===== src/rtl/alu_sequencer.sv =====
// ALU execute-interface initiator: takes one instruction at a time, drives the ALU with
// register-file operands, waits out the ALU latency, then writes the result back.
module alu_sequencer #(
    parameter int unsigned ALU_LATENCY = 1
) (
    input  logic        clk,
    input  logic        rst,
    input  logic        instr_valid,
    output logic        instr_ready,
    input  logic [15:0] instr,
    output logic [7:0]  alu_a,
    output logic [7:0]  alu_b,
    output logic [7:0]  alu_imm,
    output logic [2:0]  alu_control,
    output logic        alu_execute,
    input  logic [7:0]  alu_out,
    input  logic        alu_zf,
    input  logic        alu_cf,
    output logic        done,
    output logic        zf,
    output logic        cf,
    input  logic [1:0]  dbg_sel,
    output logic [7:0]  dbg_data
);

    localparam int unsigned DATA_W   = 8;
    localparam int unsigned OP_W     = 3;
    localparam int unsigned REG_W    = 2;
    localparam int unsigned CNT_W    = 3;
    localparam int unsigned NUM_REGS = 4;

    localparam logic [OP_W-1:0] OP_NOP = 3'b101;
    localparam logic [OP_W-1:0] OP_SUB = 3'b111;

    typedef struct packed {
        logic [OP_W-1:0]   op;
        logic [REG_W-1:0]  rd;
        logic [REG_W-1:0]  rs;
        logic              imm_sel;
        logic [DATA_W-1:0] imm;
    } instr_t;

    typedef enum logic [1:0] {
        S_IDLE,
        S_ISSUE,
        S_WAIT,
        S_WB
    } state_t;

    state_t             state_q;
    state_t             state_nxt;
    instr_t             instr_f;
    logic [OP_W-1:0]    op_q;
    logic [REG_W-1:0]   rd_q;
    logic [CNT_W-1:0]   cnt_q;
    logic [DATA_W-1:0]  regs_q [NUM_REGS];
    logic               accept_c;
    logic               wb_c;
    logic               write_c;
    logic               flag_upd_c;

    assign instr_f = instr_t'(instr);

    // State register
    always_ff @(posedge clk or posedge rst) begin
        if (rst) begin
            state_q <= S_IDLE;
        end else begin
            state_q <= state_nxt;
        end
    end

    // Next-state logic
    always_comb begin
        state_nxt = state_q;
        case (state_q)
            S_IDLE:  if (instr_valid) state_nxt = S_ISSUE;
            S_ISSUE: state_nxt = S_WAIT;
            S_WAIT:  if (cnt_q == CNT_W'(1)) state_nxt = S_WB;
            S_WB:    state_nxt = S_IDLE;
            default: state_nxt = S_IDLE;
        endcase
    end

    // Handshake and writeback strobes decoded from state
    always_comb begin
        instr_ready = 1'b0;
        accept_c    = 1'b0;
        wb_c        = 1'b0;
        write_c     = 1'b0;
        flag_upd_c  = 1'b0;
        instr_ready = (state_q == S_IDLE);
        accept_c    = instr_valid && (state_q == S_IDLE);
        wb_c        = (state_q == S_WB);
        write_c     = wb_c && (op_q != OP_NOP);
        flag_upd_c  = wb_c && (op_q == OP_SUB);
    end

    // Operands are captured at accept so they are presented throughout the ISSUE cycle
    always_ff @(posedge clk or posedge rst) begin
        if (rst) begin
            op_q        <= '0;
            rd_q        <= '0;
            alu_a       <= '0;
            alu_b       <= '0;
            alu_imm     <= '0;
            alu_control <= '0;
            alu_execute <= 1'b0;
        end else begin
            alu_execute <= accept_c;
            if (accept_c) begin
                op_q        <= instr_f.op;
                rd_q        <= instr_f.rd;
                alu_a       <= regs_q[instr_f.rd];
                alu_b       <= instr_f.imm_sel ? instr_f.imm : regs_q[instr_f.rs];
                alu_imm     <= instr_f.imm;
                alu_control <= instr_f.op;
            end
        end
    end

    // Latency counter: loaded while issuing, counts down through WAIT
    always_ff @(posedge clk or posedge rst) begin
        if (rst) begin
            cnt_q <= '0;
        end else if (state_q == S_ISSUE) begin
            cnt_q <= CNT_W'(ALU_LATENCY);
        end else if (state_q == S_WAIT) begin
            cnt_q <= cnt_q - CNT_W'(1);
        end
    end

    // Register file
    always_ff @(posedge clk or posedge rst) begin
        if (rst) begin
            for (int i = 0; i < NUM_REGS; i++) begin
                regs_q[i] <= '0;
            end
        end else if (write_c) begin
            regs_q[rd_q] <= alu_out;
        end
    end

    // Flags follow the ALU only on subtract; done marks the cycle after writeback
    always_ff @(posedge clk or posedge rst) begin
        if (rst) begin
            zf   <= 1'b0;
            cf   <= 1'b0;
            done <= 1'b0;
        end else begin
            done <= wb_c;
            if (flag_upd_c) begin
                zf <= alu_zf;
                cf <= alu_cf;
            end
        end
    end

    assign dbg_data = regs_q[dbg_sel];

endmodule


===== config.mk =====
export PLATFORM = sky130hd
export DESIGN_NAME = alu_sequencer
export DESIGN_NICKNAME = d
export VERILOG_FILES = /design/src/rtl/alu_sequencer.sv
export SDC_FILE = /design/constraint.sdc
export NUM_CORES = 1
export LEC_CHECK = 0
export BUFFER_PORTS_ARGS = -buffer_cell sky130_fd_sc_hd__buf_2
export CAP_MARGIN = 10
export CORE_MARGIN = 2
export CORE_UTILIZATION = 55
export DETAILED_ROUTE_END_ITERATION = 6
export PLACE_DENSITY_LB_ADDON = 0.25
export SLEW_MARGIN = 20
export SYNTH_ARGS = -nofsm -noshare
export SYNTH_HDL_FRONTEND = slang
export SYNTH_SLANG_ARGS = --single-unit

===== constraint.sdc =====
create_clock -name clk -period 2.1 [get_ports clk]
set_input_delay 0.105 -clock clk [delete_from_list [all_inputs] [get_ports clk]]
set_output_delay 0.105 -clock clk [all_outputs]
set_load 0.02 [all_outputs]

==> metrics.txt <==
status=complete, no violations; Avg Cell Area, Syn=13.04 µm²; switching share of power=38.67%; Max H-tree Level=3; CP max FO=8; final std cells w/o fill=431; vias in the first global route=2450; vias per cell=5.638; first-pass GRT wire length=12640 µm; Ant. Diodes=0; leakage dissipation=2.074 nW; Final TNS setup=0 ns; core footprint=0.006026 mm²; Die Ht=83.57 µm; Final Net Count=388; clk buf depth=2; slowest stage delay, CP=0.39 ns; post-route ant nets=0; worst ir drop on vdd=0.9709 mV; Root Driver=clkbuf_8; IO buf count=70; layout cell share with drive strength beyond 1=43.26%; Max-slew headroom=75.03%; Core Rows=28; Initial Utilization=57.79%; Worst Hold Class=in -> reg; Pint=3.921 mW; RePlAce Congestion=0.7535; startpoint types=flop; DR iter-0 viols=144; Combinational Power Share=44.5%; most frequent cells in the layout=70 x dfrtp_1, 70 x buf_2, 66 x nand2_1; CP Data Arrival Time=1.78 ns; power share of the sequential group=39.8%; final setup fails=0; Slew @ Worst Pin=0.3745 ns; Pins Over Slew Limit=0; CP Data Required Time=2.32 ns; Area Growth Syn to Fin=21.09%; CTS tree=built; Post-Route Utilization=69.98%; Max Cap Violations=0; fin crit share=74.38%; Worst Skew=0.009041 ns; pin count of the biggest net entering global routing=71; Syn Inst Count=267; FF+latch count, synth=70; DR vias=2430; syn nets=304; critical-path cell list=ha_1 -> and4b_1 -> buf_4 -> mux2_4; sequential share of the synthesized area=50.31%; PwrDens=1516 mW/mm²; drt pass-1 iters=4; die width=83.57 µm; Residual DRC=0; max frequency=640.3 MHz; clock power share=15.7%; Clock Latency Late Sink=0.34 ns; worst-path cell with the longest stage delay=dfrtp_1; drt total wl=7732 µm; Tot GR Track Use=23.46%; placed insts=401; CP startpoint=state_q[0]$_DFFE_PP0P_; HP Start=alu_out[6]; initial antenna violation count=0; CTS Buf Count=9; I/O pin total=71; Worst-path clk slew=0.08 ns; Layout fillers=439; synthesized cell area=0.003482 mm²; RSZ-0062 raised after global routing=no; Post-CTS Repair Setup Buffers=0; clk sink count=70; Cell variety after synth=27; Ys Warns=0; crit path time final=1.562 ns; Crit Reg-Reg Startpoint=state_q[0]$_DFFE_PP0P_; Final Hold Vio Count=0; crit end category=flop; switching power=2.473 mW; post-DP HPWL=5174 µm; drt wl/cell=17.94 µm; full die area=0.006984 mm²; Setup CP Type=reg -> reg; grt total ovfl=0
[worst paths after layout]
check	end	slack (ns)	depth (start not counted)
worst min register to register	alu_imm[6]$_DFFE_PP0P_	0.47	2
worst min-delay path	regs_q[14]$_DFFE_PP0P_	0.04	2
min in group asynchronous	alu_imm[2]$_DFFE_PP0P_	0.39	4
worst max-delay path	regs_q[8]$_DFFE_PP0P_	0.54	4
max in group asynchronous	rd_q[1]$_DFFE_PP0P_	1.42	4
worst max register to register	regs_q[8]$_DFFE_PP0P_	0.54	4
[through the flow]
stage               setup WS (ns)  total power [mW]  instance area [µm²]  hold slack, ns
floorplan                  0.2268             4.536                 3482          0.2104
global placement           0.6127             5.244                 3891          0.2125
detailed placement         0.5570             5.384                 3891          0.2206
CTS                        0.5518             6.409                 4217         0.02822
global route               0.4280             6.791                 4217         0.03134
finish                     0.5381             6.393                 4217         0.03923
[synth_stat cells]
cell type	number	area share, %
nor2_1	13	1.4
clkbuf_2	1	0.14
o21a_1	1	0.22
nand2b_1	1	0.18
a21oi_1	9	1.3
nand4_1	1	0.18
mux2i_1	8	2.3
mux2_2	19	6.1
ha_1	6	2.2
inv_1	7	0.75
dfrtp_1	70	50
mux4_2	24	16
nor2b_1	1	0.18
buf_1	2	0.22
o22ai_1	1	0.18
nand3_2	1	0.29
and4_4	1	0.32
mux2_4	16	6.9
nand2_1	66	7.1
o22a_1	1	0.25
and4b_1	2	0.57
o21ai_0	1	0.14
clkbuf_1	4	0.43
buf_2	5	0.72
buf_6	4	1.3
nand3b_1	1	0.22
nand3b_4	1	0.57
[state kept, by name, summed over array words and instances (netlist names), 2 cells and up]
| name | cells |
|---|---|
| regs_q | 32 |
| cnt_q | 3 |
| op_q | 3 |
| alu_imm | 8 |
| alu_b | 8 |
| state_q | 2 |
| rd_q | 2 |
| alu_a | 8 |
[timing repair]
action	CTS	global route
hold buffers	14	0
hold endpoints to repair	83	0
gates resized for setup	0	0
[cell type report]
class                   count  area, µm²  share of cell area, %
clock buffers              11      151.4                  3.591
clock inverters             5      33.78                 0.8012
inverters                   7      26.28                 0.6231
multi-input cells         174       1607                  38.10
flip-flops and latches     70       1752                  41.54
well taps                  75      93.84                  2.226
repair buffers             89      553.0                  13.12
[worst max-delay path: cells and delay by family (launching register included)]
family | cells | cell delay, ns
buffers and inverters | 1 | 0.22
adder cells (fa/ha/maj) | 1 | 0.29
flip-flops | 1 | 0.39
AND/OR/NAND/NOR | 1 | 0.23
multiplexers | 1 | 0.31
[routing by layer]
metal  vias up  part of all wire [%]  global-route usage (%)
met1      1251                    44                   31.69
met4         0                   1.3                   6.891
met2        64                    51                   38.47
li1       1104                     -                       -
met3        11                   3.7                   5.242
met5         -                     0                       0
[power by group through the flow]
stage | clock network (mW) | logic (mW) | registers [mW]
finish | 1.00 | 2.85 | 2.55
global route | 1.09 | 3.07 | 2.63
CTS | 1.02 | 2.86 | 2.53
detailed placement | 0 | 2.83 | 2.56
global placement | 0 | 2.74 | 2.50
floorplan | 0 | 1.78 | 2.75
[kinds of logic (layout without fill, tap and decap cells)]
family | after synthesis | after routing | synth area share, %
AO/OA/AOI/OAI | 13 | 13 | 2.084
adder cells (fa/ha/maj) | 6 | 6 | 2.156
buffers and inverters | 23 | 112 | 3.557
flip-flops | 70 | 70 | 50.31
multiplexers | 67 | 67 | 30.87
AND/OR/NAND/NOR | 88 | 88 | 11.03
Note: power is estimated with default switching activity, not from simulation.
